<file path="config.mk">
export PLATFORM = sky130hd
export DESIGN_NAME = cpu_control_fsm
export DESIGN_NICKNAME = d
export VERILOG_FILES = /design/src/rtl/cpu_control_fsm.sv
export SDC_FILE = /design/constraint.sdc
export NUM_CORES = 1
export LEC_CHECK = 0
export BUFFER_PORTS_ARGS = -buffer_cell sky130_fd_sc_hd__buf_2
export CAP_MARGIN = 40
export CORE_MARGIN = 2
export CORE_UTILIZATION = 55
export DETAILED_ROUTE_END_ITERATION = 10
export GPL_ROUTABILITY_DRIVEN = 1
export HOLD_SLACK_MARGIN = 0.15
export PLACE_DENSITY_LB_ADDON = 0.2
export SLEW_MARGIN = 10
export SYNTH_ARGS = -nofsm -noshare
export SYNTH_HDL_FRONTEND = slang
export SYNTH_SLANG_ARGS = --single-unit
</file>
<file path="constraint.sdc">
create_clock -name clk -period 3.6 [get_ports clk]
set_input_delay 0 -clock clk [delete_from_list [all_inputs] [get_ports clk]]
set_output_delay 0 -clock clk [all_outputs]
set_load 0.01 [all_outputs]
</file>
<file path="src/rtl/cpu_control_fsm.sv">
// Multi-cycle control unit for the 16-bit datapath: sequences FETCH/DECODE/EXEC/MEM/WB,
// resolves branches from the ALU flags and counts retired instructions.
module cpu_control_fsm #(
   parameter logic [3:0] ALU_ADD = 4'h0,
   parameter logic [3:0] ALU_SUB = 4'h1,
   parameter int         CNT_W   = 16
) (
   input  logic             clk,
   input  logic             reset,
   input  logic             run,
   input  logic [3:0]       opcode,
   input  logic             Zero,
   input  logic             Negative,
   input  logic             Overflow,
   output logic             pc_load,
   output logic             write_en,
   output logic             RW_,
   output logic             CS,
   output logic             OE,
   output logic             sel_rd,
   output logic             sel_alu_rt,
   output logic             sel_data_in,
   output logic [3:0]       alu_op,
   output logic             sel_branch,
   output logic             sel_jump,
   output logic             instr_done,
   output logic             halted,
   output logic [CNT_W-1:0] instr_count
);

   localparam logic [3:0] OP_ADDI = 4'h7;
   localparam logic [3:0] OP_LW   = 4'h8;
   localparam logic [3:0] OP_SW   = 4'h9;
   localparam logic [3:0] OP_BEQ  = 4'hA;
   localparam logic [3:0] OP_BLT  = 4'hB;
   localparam logic [3:0] OP_JMP  = 4'hC;
   localparam logic [3:0] OP_HALT = 4'hF;

   typedef enum logic [2:0] {
      S_FETCH  = 3'd0,
      S_DECODE = 3'd1,
      S_EXEC   = 3'd2,
      S_MEM    = 3'd3,
      S_WB     = 3'd4,
      S_HALT   = 3'd5
   } state_t;

   state_t           state_reg;
   logic [3:0]       op_reg;
   logic [CNT_W-1:0] instr_count_reg;

   logic is_rtype, is_addi, is_lw, is_sw, is_beq, is_blt, is_branch, is_mem, branch_taken;

   // Everything after DECODE is steered by the latched opcode, not the live IR.
   assign is_rtype  = (op_reg < OP_ADDI);
   assign is_addi   = (op_reg == OP_ADDI);
   assign is_lw     = (op_reg == OP_LW);
   assign is_sw     = (op_reg == OP_SW);
   assign is_beq    = (op_reg == OP_BEQ);
   assign is_blt    = (op_reg == OP_BLT);
   assign is_branch = is_beq | is_blt;
   assign is_mem    = is_lw | is_sw;

   assign branch_taken = (is_beq & Zero) | (is_blt & (Negative ^ Overflow));

   always_ff @(posedge clk or negedge reset) begin
      if (!reset) begin
         state_reg       <= S_FETCH;
         op_reg          <= '0;
         instr_count_reg <= '0;
      end else begin
         if (pc_load)
            instr_count_reg <= instr_count_reg + CNT_W'(1);
         case (state_reg)
            S_FETCH: begin
               if (run)
                  state_reg <= S_DECODE;
            end
            S_DECODE: begin
               op_reg <= opcode;
               if (opcode == OP_HALT)
                  state_reg <= S_HALT;
               else if (opcode >= OP_JMP)
                  state_reg <= S_FETCH;
               else
                  state_reg <= S_EXEC;
            end
            S_EXEC: begin
               if (is_rtype || is_addi)
                  state_reg <= S_WB;
               else if (is_mem)
                  state_reg <= S_MEM;
               else
                  state_reg <= S_FETCH;
            end
            S_MEM:   state_reg <= is_lw ? S_WB : S_FETCH;
            S_WB:    state_reg <= S_FETCH;
            S_HALT:  state_reg <= S_HALT;
            default: state_reg <= S_FETCH;
         endcase
      end
   end

   always_comb begin
      pc_load     = 1'b0;
      write_en    = 1'b0;
      RW_         = 1'b1;
      CS          = 1'b0;
      OE          = 1'b0;
      sel_rd      = 1'b0;
      sel_alu_rt  = 1'b0;
      sel_data_in = 1'b0;
      alu_op      = 4'h0;
      sel_branch  = 1'b0;
      sel_jump    = 1'b0;
      halted      = 1'b0;
      // Outputs are forced quiet while reset is held so no strobe escapes on the reset edge.
      if (reset) begin
         case (state_reg)
            S_FETCH: OE = 1'b1;
            S_DECODE: begin
               OE = 1'b1;
               if (opcode == OP_JMP) begin
                  sel_jump = 1'b1;
                  pc_load  = 1'b1;
               end else if (opcode > OP_JMP && opcode != OP_HALT) begin
                  pc_load = 1'b1;
               end
            end
            S_EXEC, S_MEM, S_WB: begin
               if (is_rtype)
                  alu_op = op_reg;
               else if (is_addi || is_mem)
                  alu_op = ALU_ADD;
               else if (is_branch)
                  alu_op = ALU_SUB;
               sel_rd      = is_rtype;
               sel_alu_rt  = is_addi | is_mem;
               sel_data_in = is_rtype | is_addi;
               if (state_reg == S_EXEC && is_branch) begin
                  pc_load    = 1'b1;
                  sel_branch = branch_taken;
               end
               if (state_reg == S_MEM) begin
                  CS      = 1'b1;
                  RW_     = is_lw;
                  pc_load = is_sw;
               end
               if (state_reg == S_WB) begin
                  write_en = 1'b1;
                  pc_load  = 1'b1;
                  CS       = is_lw;
               end
            end
            S_HALT:  halted = 1'b1;
            default: ;
         endcase
      end
   end

   assign instr_done  = pc_load;
   assign instr_count = instr_count_reg;

endmodule

</file>
==> summary.txt, run 1 <==
Yosys
  • Prevailing post-synth register cell: dfrtp_1
  • Post-synth EDFFs: 0
  • FF+latch count, synth: 23
  • Synth Area per Inst: 10.1 sq um
  • Mapped Cells: 138
  • Post-Syn Area: 1400 sq um
  • Async SR Flop Fraction: 1.00
  • Post-Syn Nets: 149
  • Post-synth cell types: 42
  • Seq/Total Area, Yosys: 0.413
  • Synth warnings: 0

Routing
  • First drt pass iteration count: 4
  • Residual DRC count: 0
  • Detailed Route Iter0 Violations: 29
  • ANT nets after route: 0
  • WL final: 2930 um
  • Via density per instance: 5.57
  • Vias after detailed routing: 1159
  • Routed len/inst: 14.1 um

Pwr
  • Leak: 0.850 nW
  • Power Total: 907 uW
  • Worst IR drop on VDD: 0.407 mV
  • PD cells: 548 nW/um^2

STA
  • Fin. max-slew vios: 0
  • Post-layout min period: 2.18 ns
  • RSZ-0062 raised after global routing: false
  • Final Skew: 0.00609 ns
  • Post-route setup slack: 1.42 ns
  • Worst-Margin Slew: 0.661 ns
  • Tcrit/Tclk final: 0.606
  • Final Hold Fails: 0
  • F_max: 459 MHz
  • Setup Viol. Count Final: 0
  • Setup TNS after final layout: 0 ns
  • WHS: 0.254 ns
  • Worst slew margin: 0.559

Hold path
  • Hold WC Path Type: in -> async

Global route
  • GRT Total Usage: 0.216
  • Global-route wire length before repair: 4600 um
  • Congestion Overflow GR: 0
  • Largest net degree at the start of global routing: 34
  • Vias in the first global route: 1052
  • Initial antenna violation count: 0

Placement
  • Placed insts: 198
  • Dpl hpwl: 2160 um
  • # port buffers: 40
  • DP Area: 1570 sq um
  • Placer congestion estimate: 0.770
  • Worst slack at placement: 1.58 ns

Outcome
  • Status: complete, no violations

Die
  • Cell row count: 18
  • Core footprint: 2430 sq um
  • I/O Pins: 42
  • Starting Density: 0.574
  • Die extent in y: 54.4 um
  • Full die area: 2960 sq um
  • Die X: 54.4 um

Clock network
  • CTS Buffer Depth: 2
  • Worst skew pair latency: 0.30 ns
  • Root buf cell: clkbuf_4
  • CTS clk-pin slew, worst paths: 0.12 ns
  • CTS Buf Count: 3
  • CTS H-tree lvls: 1
  • Sinks on Clock Net: 23
  • PostCTS Resize Cnt: 0
  • CTS tree: yes

Finish
  • # diodes: 0
  • Layout Cells excl Fill: 208
  • FILL cells: 204
  • FF/Latch Area: 576 sq um
  • Max reg flops: 16
  • Area delta synth->final: 18.7%
  • Post-route cell area: 1660 sq um
  • Final Util: 0.681
  • Total Nets Final: 190
  • Footprint of the multi-input gates: 744 sq um
  • Layout cell share with drive strength beyond 1: 0.309

Worst setup path
  • Critical Path RT: 3.83 ns
  • Critical path arrival: 2.41 ns
  • Critical Path End Type: flop
  • CP Launch Type: input port
  • Critical path type: in -> reg
  • Crit Path Max Fanout: 33

Flow run
  • Max_cap viols: 0
==> critical path, stage by stage <==
cell,delay (ns)
dlygate4sd3_1,0.53
buf_2,0.53
o2111ai_2,0.53
a2111oi_1,0.60
xor2_1,0.21
==> worst paths after layout <==
| kind | to | start | depth (start not counted) | slack [ns] |
|---|---|---|---|---|
| hold reg to reg | instr_count[8]$_DFFE_PN0P_ | instr_count[8]$_DFFE_PN0P_ | 1 | 0.49 |
| min in group clk | sel_branch | Zero | 4 | 0.37 |
| setup / recovery | instr_count[15]$_DFFE_PN0P_ | reset | 5 | 1.42 |
| max in group asynchronous | op_reg[1]$_DFFE_PN0P_ | reset | 2 | 2.93 |
| setup reg to reg | instr_count[15]$_DFFE_PN0P_ | state_reg[2]$_DFFE_PN0P_ | 4 | 1.54 |
| hold / removal | instr_count[6]$_DFFE_PN0P_ | reset | 2 | 0.25 |
==> Yosys cell counts (3+ instances only) <==
master / count / share of area
xor2_1: 14 / 0.088
a211oi_1: 8 / 0.043
o21ai_0: 3 / 0.011
buf_4: 4 / 0.022
nand2_1: 11 / 0.030
nand3_1: 7 / 0.025
nand4_1: 3 / 0.013
inv_1: 3 / 0.0081
a2111oi_1: 4 / 0.029
nor2_1: 9 / 0.024
a21oi_1: 4 / 0.014
buf_2: 3 / 0.011
nor2b_1: 4 / 0.018
and3_1: 3 / 0.013
mux2_2: 5 / 0.040
dfrtp_1: 23 / 0.41
==> cell usage in the layout (no fill, tap or decap), types with 4 or more instances in the layout <==
| cell type | instances |
|---|---|
| dlygate4sd3_1 | 6 |
| mux2_2 | 5 |
| nor2_1 | 9 |
| a2111oi_1 | 4 |
| nor2b_1 | 4 |
| a211oi_1 | 8 |
| nand2_1 | 11 |
| xor2_1 | 14 |
| a21oi_1 | 4 |
| buf_2 | 40 |
| dfrtp_1 | 23 |
| nand3_1 | 7 |
==> per-layer routing <==
metal,vias to the layer above,part of all wire,global-route usage
li1,575,-,-
met1,552,0.43,0.266
met2,30,0.51,0.388
met3,2,0.045,0.0328
met4,0,0.0079,0.0625
met5,-,0,0
==> area by class of cell <==
class / instances / share of cell area
Clock buffer: 3 / 0.0136
Clock inverter: 1 / 0.00302
Inverter: 3 / 0.00680
Multi-Input combinational cell: 102 / 0.449
Sequential cell: 23 / 0.347
Tap cell: 30 / 0.0227
Timing Repair Buffer: 46 / 0.157
==> power by group <==
group          switching (mW)  internal, mW  leakage (nW)  total, mW
clock                  0.0731        0.0413        0.0177      0.114
combinational           0.186         0.177         0.533      0.362
sequential              0.113         0.318         0.299      0.431
total                   0.372         0.536         0.850      0.907
==> cells by family (layout without fill, tap and decap cells) <==
family	count (synthesis)	in the layout	synth area share
buf+inv	13	53	0.0538
simple gates	52	52	0.213
compound gates	25	25	0.154
other cells	1	1	0.00269
flops	23	23	0.413
fa+ha+maj	1	1	0.00897
mux	7	7	0.0547
xor+xnor	16	16	0.100
==> timing repair <==
action,in CTS,in global routing
setup endpoints to repair,0,0
hold buffers,6,0
endpoints found under the hold margin,29,0
setup buffers,0,0
Power figures use the tool's default switching activity.
==> run 2: changes to the inputs <==
--- a/config.mk
+++ b/config.mk
@@ -8,7 +8,7 @@
 export BUFFER_PORTS_ARGS = -buffer_cell sky130_fd_sc_hd__buf_2
 export CAP_MARGIN = 40
 export CORE_MARGIN = 2
-export CORE_UTILIZATION = 55
+export CORE_UTILIZATION = 51
 export DETAILED_ROUTE_END_ITERATION = 10
 export GPL_ROUTABILITY_DRIVEN = 1
 export HOLD_SLACK_MARGIN = 0.15
==> constraint.sdc (replaced) <==
create_clock -name clk -period 2.15 [get_ports clk]
set_input_delay 0 -clock clk [delete_from_list [all_inputs] [get_ports clk]]
set_output_delay 0 -clock clk [all_outputs]
set_load 0.01 [all_outputs]
==> run 2 against run 1 <==
Against the previous run:
- sequential cell count unchanged
- register-to-register slack worse by 1.3 ns
- first-iteration DRC count down 6.9%
- critical endpoint is now instr_done
- critical path depth down 1
- largest cell class unchanged
==> summary.txt, run 2 (synthesis results as in run 1) <==
Global route
  • Congestion Overflow GR: 0 (unchanged)
  • Global-route wire length before repair: 4920 um (was 4600 um)
  • Vias in the first global route: 1097 (was 1052)
  • Grt met1 use: 0.265 (was 0.266)
  • GRT Total Usage: 0.197 (was 0.216)
  • GR met3 Demand/Resource: 0.0300 (was 0.0328)
  • Met2 usage: 0.313 (was 0.388)
  • Initial antenna violation count: 0 (unchanged)
  • Most Crowded Layer GR: met2 (unchanged)
  • Largest net degree at the start of global routing: 16 (was 34)

Routing
  • First drt pass iteration count: 4 (unchanged)
  • Vias after detailed routing: 1201 (was 1159)
  • Routed len/inst: 14.3 um (was 14.1 um)
  • Via density per instance: 5.69 (was 5.57)
  • WL final: 3020 um (was 2930 um)
  • Residual DRC count: 0 (unchanged)
  • Detailed Route Iter0 Violations: 27 (was 29)
  • ANT nets after route: 0 (unchanged)

STA
  • Setup Viol. Count Final: 0 (unchanged)
  • Tcrit/Tclk final: 0.932
  • F_max: 499 MHz
  • Post-layout min period: 2.00 ns
  • Fin. max-slew vios: 0 (unchanged)
  • Worst-Margin Slew: 0.534 ns (was 0.661 ns)
  • Final Skew: 0.0119 ns (was 0.00609 ns)
  • Final Hold Fails: 0 (unchanged)
  • Worst slew margin: 0.643 (was 0.559)
  • Setup TNS after final layout: 0 ns (unchanged)
  • RSZ-0062 raised after global routing: false (unchanged)

Finish
  • Area delta synth->final: 22.1% (was 18.7%)
  • Most frequent cells in the layout: buf_2 (40), dfrtp_1 (23), xor2_1 (14), nand2_1 (11), nor2_1 (9) (unchanged)
  • Layout cell share with drive strength beyond 1: 0.326 (was 0.309)
  • # diodes: 0 (unchanged)
  • Max reg flops: 16 (unchanged)
  • Total Nets Final: 193 (was 190)
  • Layout Cells excl Fill: 211 (was 208)
  • Post-route cell area: 1700 sq um (was 1660 sq um)
  • Commonest non-fill, non-tap cell in the layout: buf_2 (unchanged)

Worst setup path
  • Critical Path RT: 2.15 ns (was 3.83 ns)
  • Critical Path End Type: output pin (was flop)
  • Crit Path Max Fanout: 15 (was 33)
  • CP Launch Type: flop (was input port)
  • R2r setup slk: 0.22 ns (was 1.54 ns)
  • Critical path arrival: 2.00 ns (was 2.41 ns)
  • Critical path type: reg -> out (was in -> reg)

Die
  • Starting Density: 0.548 (was 0.574)
  • Core footprint: 2540 sq um (was 2430 sq um)
  • Die extent in y: 56.3 um (was 54.4 um)
  • I/O Pins: 42 (unchanged)
  • Die X: 56.3 um (was 54.4 um)
  • Cell row count: 18 (unchanged)
  • Full die area: 3170 sq um (was 2960 sq um)

Placement
  • # port buffers: 40 (unchanged)
  • Dpl hpwl: 2170 um (was 2160 um)
  • Placed insts: 200 (was 198)
  • DP Area: 1580 sq um (was 1570 sq um)
  • Placer congestion estimate: 0.749 (was 0.770)

Outcome
  • Status: complete, no violations (unchanged)

Pwr
  • Worst IR drop on VDD: 0.994 mV (was 0.407 mV)
  • PD cells: 917 nW/um^2 (was 548 nW/um^2)
  • Power Total: 1.56 mW (was 907 uW)
  • Leak: 0.864 nW (was 0.850 nW)

Clock network
  • Worst skew pair latency: 0.31 ns (was 0.30 ns)
  • Sinks on Clock Net: 23 (unchanged)
  • Post-CTS Setup Inserts: 0 (unchanged)
  • CTS clk-pin slew, worst paths: 0.13 ns (was 0.12 ns)
  • CTS Buffer Depth: 2 (unchanged)
  • CTS tree: yes (unchanged)
  • CTS H-tree lvls: 1 (unchanged)
  • CTS Buf Count: 3 (unchanged)
  • Root buf cell: clkbuf_4 (unchanged)

Hold path
  • Hold WC Path Type: in -> async (unchanged)

Flow run
  • Max_cap viols: 0 (unchanged)
==> run 2: cell count changes in the layout (fill, tap and decap cells not counted) <==
cell / previous run / this run
a2111oi_1: 4 / 2
o2111ai_2: 1 / 0
dlygate4sd3_1: 6 / 7
a2111oi_2: 1 / 3
buf_4: 0 / 2
o2111ai_4: 0 / 1
==> run 2: worst paths after layout <==
check,start,endpoint,depth (start not counted)
setup reg to reg,state_reg[0]$_DFFE_PN0P_,instr_count[15]$_DFFE_PN0P_,4
hold / removal,reset,instr_count[3]$_DFFE_PN0P_,3
hold reg to reg,instr_count[15]$_DFFE_PN0P_,instr_count[15]$_DFFE_PN0P_,1
setup / recovery,state_reg[0]$_DFFE_PN0P_,instr_done,4
max in group asynchronous,reset,op_reg[3]$_DFFE_PN0P_,3
min in group clk,Zero,sel_branch,4
==> run 2: critical path: stages (launching register included) <==
cell and delay [ns]:
dfrtp_1 0.58, and4bb_2 0.33, a41oi_4 0.45, nand2_2 0.16
buf_2 0.18
==> run 2: timing repair <==
action	4_1_cts	5_1_grt
hold buffers	7	0
endpoints found under the hold margin	29	0
resized for setup	0	3
endpoints found under the setup margin	0	5
==> run 2: report_power, final <==
| group | switching (mW) | internal [mW] |
|---|---|---|
| Sequential | 0.168 | 0.532 |
| Clock | 0.125 | 0.0694 |
| Combinational | 0.353 | 0.313 |
| Total | 0.647 | 0.914 |
==> run 2: stage by stage <==
stage | worst slack (ns) | hold WS (ns) | utilization
6_report | 0.147 | 0.282 | 0.669
3_5_place_dp | 0.183 | -0.0547 | 0.622
3_3_place_gp | 0.251 | -0.0638 | 0.622
4_1_cts | 0.138 | 0.261 | 0.661
2_1_floorplan | 0.453 | -0.296 | -
5_1_grt | 0.0317 | 0.308 | 0.669
==> run 2: final cells by class <==
cell class,count,area (sq um)
flip-flops and latches,23,576
inverters,3,11.3
clock buffers,3,22.5
fillers,215,842
well taps,30,37.5
clock inverters,1,5.00
repair buffers,49,285
multi-input cells,102,766
==> run 2: metal layers <==
layer / part of all wire / up-vias
li1: - / 582
met1: 0.46 / 577
met3: 0.052 / 6
met4: 0.018 / 0
met2: 0.47 / 36
met5: 0 / -
==> run 3: changes to the inputs <==
--- a/config.mk
+++ b/config.mk
@@ -5,10 +5,11 @@
 export SDC_FILE = /design/constraint.sdc
 export NUM_CORES = 1
 export LEC_CHECK = 0
+export ABC_AREA = 1
 export BUFFER_PORTS_ARGS = -buffer_cell sky130_fd_sc_hd__buf_2
 export CAP_MARGIN = 40
 export CORE_MARGIN = 2
-export CORE_UTILIZATION = 51
+export CORE_UTILIZATION = 52
 export DETAILED_ROUTE_END_ITERATION = 10
 export GPL_ROUTABILITY_DRIVEN = 1
 export HOLD_SLACK_MARGIN = 0.15
==> run 3 against run 2 <==
Against the previous run:
- synthesized cell count is 78% higher
- die area is 11% higher
- combinational power is 8.3% lower
- routed wire length increased by 23%
- utilization fell by 2.8 points
- clock-buffer cell count did not move
- design area is 12% higher
- setup slack gained 0.33 ns
- largest cell class unchanged
- sequential cell count stayed put
- first-iteration DRC count rose to 4.4 times the previous value
- non-clock buffer count is the same
==> summary.txt, run 3 <==
Outcome
  • Status: complete, no violations (unchanged)

Finish
  • Area delta synth->final: 19.5% (was 22.1%)
  • Layout cell share with drive strength beyond 1: 0.192 (was 0.326)
  • Most frequent cells in the layout: nand2_1 (88), buf_2 (40), inv_1 (29), nand3_1 (28), nor2_1 (27) (was buf_2 (40), dfrtp_1 (23), xor2_1 (14), nand2_1 (11), nor2_1 (9))
  • Total Nets Final: 304 (was 193)
  • Layout Cells excl Fill: 325 (was 211)
  • Commonest non-fill, non-tap cell in the layout: nand2_1 (was buf_2)
  • FILL cells: 283 (was 215)
  • # diodes: 0 (unchanged)
  • Max reg flops: 16 (unchanged)

Worst setup path
  • Crit-path max cell delay: 0.46 ns (was 0.58 ns)
  • Worst-path cell chain: inv_1 -> nand3_2 -> nand2_1 -> nand2_1 -> inv_1 -> nand2_1 -> nand2_1 -> buf_2 (was and4bb_2 -> a41oi_4 -> nand2_2 -> buf_2)
  • Crit Path Max Fanout: 6 (was 15)
  • CP Launch Type: flop (unchanged)
  • Critical Path RT: 2.15 ns (about the same)
  • Reg2Reg Launch Point: state_reg[2]$_DFFE_PN0P_ (was state_reg[0]$_DFFE_PN0P_)
  • Critical path type: reg -> out (unchanged)
  • R2R Path End: instr_count[15]$_DFFE_PN0P_ (unchanged)
  • Cell family with most CP delay: simple AND/OR/NAND/NOR gates (was flip-flops)
  • Most used cell, CP: nand2_1
  • Buf+Inv Stages, Crit Path: 3 (was 1)
  • R2r setup slk: 0.52 ns (was 0.22 ns)
  • Critical path arrival: 1.67 ns (was 2.00 ns)
  • Slowest-stage cell, CP: dfrtp_1 (unchanged)
  • Critical Path End Type: output pin (unchanged)
  • R2R depth: 8 (was 4)
  • Crit path launch: state_reg[0]$_DFFE_PN0P_ (unchanged)

Clock network
  • PostCTS Resize Cnt: 0 (unchanged)
  • CTS Buffer Depth: 2 (unchanged)
  • CTS clk-pin slew, worst paths: 0.14 ns (was 0.13 ns)
  • CTS Buf Count: 3 (unchanged)
  • CTS H-tree lvls: 1 (unchanged)
  • CTS tree: yes (unchanged)
  • Root buf cell: clkbuf_4 (unchanged)
  • Sinks on Clock Net: 23 (unchanged)
  • Worst skew pair latency: 0.31 ns (about the same)

Die
  • Starting Density: 0.536 (was 0.548)
  • Core footprint: 2980 sq um (was 2540 sq um)
  • Die X: 59.4 um (was 56.3 um)
  • I/O Pins: 42 (unchanged)
  • Full die area: 3530 sq um (was 3170 sq um)
  • Cell row count: 20 (was 18)
  • Die extent in y: 59.4 um (was 56.3 um)

STA
  • Fin. max-slew vios: 0 (unchanged)
  • Setup TNS after final layout: 0 ns (unchanged)
  • Setup Viol. Count Final: 0 (unchanged)
  • Tcrit/Tclk final: 0.779 (was 0.932)
  • F_max: 597 MHz (was 499 MHz)
  • Worst-Margin Slew: 0.531 ns (was 0.534 ns)
  • WHS: 0.268 ns (was 0.282 ns)
  • Post-layout min period: 1.67 ns (was 2.00 ns)
  • RSZ-0062 raised after global routing: false (unchanged)
  • Final Hold Fails: 0 (unchanged)
  • Worst slew margin: 0.645 (was 0.643)
  • Final Skew: 0.0151 ns (was 0.0119 ns)

Routing
  • ANT nets after route: 0 (unchanged)
  • Residual DRC count: 0 (unchanged)
  • Detailed Route Iter0 Violations: 120 (was 27)
  • Vias after detailed routing: 1657 (was 1201)
  • Via density per instance: 5.10 (was 5.69)
  • Routed len/inst: 11.4 um (was 14.3 um)
  • First drt pass iteration count: 4 (unchanged)
  • WL final: 3720 um (was 3020 um)

Global route
  • Largest net degree at the start of global routing: 17 (was 16)
  • Congestion Overflow GR: 0 (unchanged)
  • Global-route wire length before repair: 6220 um (was 4920 um)
  • Vias in the first global route: 1447 (was 1097)
  • Initial antenna violation count: 0 (unchanged)
  • GRT Total Usage: 0.230 (was 0.197)

Placement
  • Placed insts: 314 (was 200)
  • Placer congestion estimate: 0.899 (was 0.749)
  • # port buffers: 40 (unchanged)
  • Dpl hpwl: 2830 um (was 2170 um)

Yosys
  • List of most frequent post-synthesis cells: nand2_1 (88), inv_1 (29), nand3_1 (28) (was dfrtp_1 (23), xor2_1 (14), nand2_1 (11))
  • Top post-synthesis cells by area: dfrtp_1 (36%), nand2_1 (21%), nand3_1 (8.8%) (was dfrtp_1 (41%), xor2_1 (8.8%), a211oi_1 (4.3%))
  • Prevailing post-synth register cell: dfrtp_1 (unchanged)
  • Synth Area per Inst: 6.52 sq um (was 10.1 sq um)
  • Yosys top cell area share: 0.361 (was 0.413)
  • Post-synth cell types: 25 (was 42)
  • Post-Syn Area: 1600 sq um (was 1400 sq um)
  • Synth warnings: 0 (unchanged)
  • Post-Syn Nets: 256 (was 149)
  • Most frequent cell after synthesis: nand2_1 (was dfrtp_1)
  • Yosys top cell by area: dfrtp_1 (unchanged)
  • FF+latch count, synth: 23 (unchanged)
  • Async SR Flop Fraction: 1.00 (unchanged)
  • Seq/Total Area, Yosys: 0.361 (was 0.413)
  • Post-synth EDFFs: 0 (unchanged)
  • Mapped Cells: 245 (was 138)

Pwr
  • Leak: 1.10 nW (was 0.864 nW)
  • Worst IR drop on VDD: 0.498 mV (was 0.994 mV)
  • PD cells: 759 nW/um^2 (was 917 nW/um^2)

Flow run
  • Max_cap viols: 0 (unchanged)

Hold path
  • Hold WC Path Type: in -> async (unchanged)
run 3: cell types whose count changed in the layout (fill, tap and decap cells not counted), moves of 5 or more:
cell / before / now
a211oi_1: 8 / 0
inv_1: 3 / 29
mux2_2: 5 / 0
nand2_1: 11 / 88
nand3_1: 7 / 28
nor2_1: 9 / 27
o21ai_0: 3 / 8
xor2_1: 14 / 3
run 3: timing repair:
item	in CTS	in global routing
endpoints found under the hold margin	31	0
setup buffers	0	0
hold buffers	7	0
run 3: tightest hold or removal path: cells and delay by family:
| kind | cells | cell delay (ns) |
|---|---|---|
| buf+inv | 3 | 0.94 |
run 3: cells by family after synthesis:
family | synth area share
AO/OA/AOI/OAI | 0.0470
other | 0.00235
flip-flops | 0.361
adder cells (fa/ha/maj) | 0.00784
XOR/XNOR | 0.0439
AND/OR/NAND/NOR | 0.439
buffers and inverters | 0.0995
run 3: final cells by class:
type	count	area [sq um]	area share
Clock buffer	3	22.5	0.0118
Clock inverter	1	5.00	0.00262
Inverter	31	116	0.0610
Multi-Input combinational cell	185	862	0.452
Sequential cell	23	576	0.302
Tap cell	33	41.3	0.0216
Timing Repair Buffer	49	285	0.150
run 3: power breakdown:
group / internal, mW / switching [mW] / total (mW) / leakage [nW]
clock network: 0.0695 / 0.131 / 0.201 / 0.0177
registers: 0.521 / 0.115 / 0.636 / 0.308
logic: 0.216 / 0.396 / 0.611 / 0.778
run 3: worst max path at each step:
stage / endpoint / slack (ns) / cells after the start
floorplan: instr_count[8]$_DFFE_PN0P_ / 0.74 / 7
CTS: pc_load / 0.44 / 7
detailed placement: instr_count[2]$_DFFE_PN0P_ / 0.53 / 8
finish: instr_done / 0.48 / 8
global placement: instr_count[14]$_DFFE_PN0P_ / 0.57 / 7
global route: alu_op[1] / 0.29 / 8
run 3: per-layer routing:
layer,GRT usage,vias to the layer above,part of all wire
met5,0,-,0
met4,0.0747,0,0.013
met3,0.0284,6,0.051
met2,0.399,49,0.50
met1,0.295,740,0.43
li1,-,862,-
run 3: metrics by stage:
step                utilization  power [mW]  area, sq um  setup WS, ns
finish                    0.641        1.45         1910         0.475
global route              0.641        1.58         1910         0.286
CTS                       0.641        1.46         1910         0.444
detailed placement        0.608        1.25         1810         0.530
global placement          0.608        1.24         1810         0.570
floorplan                     -        1.07         1600         0.741
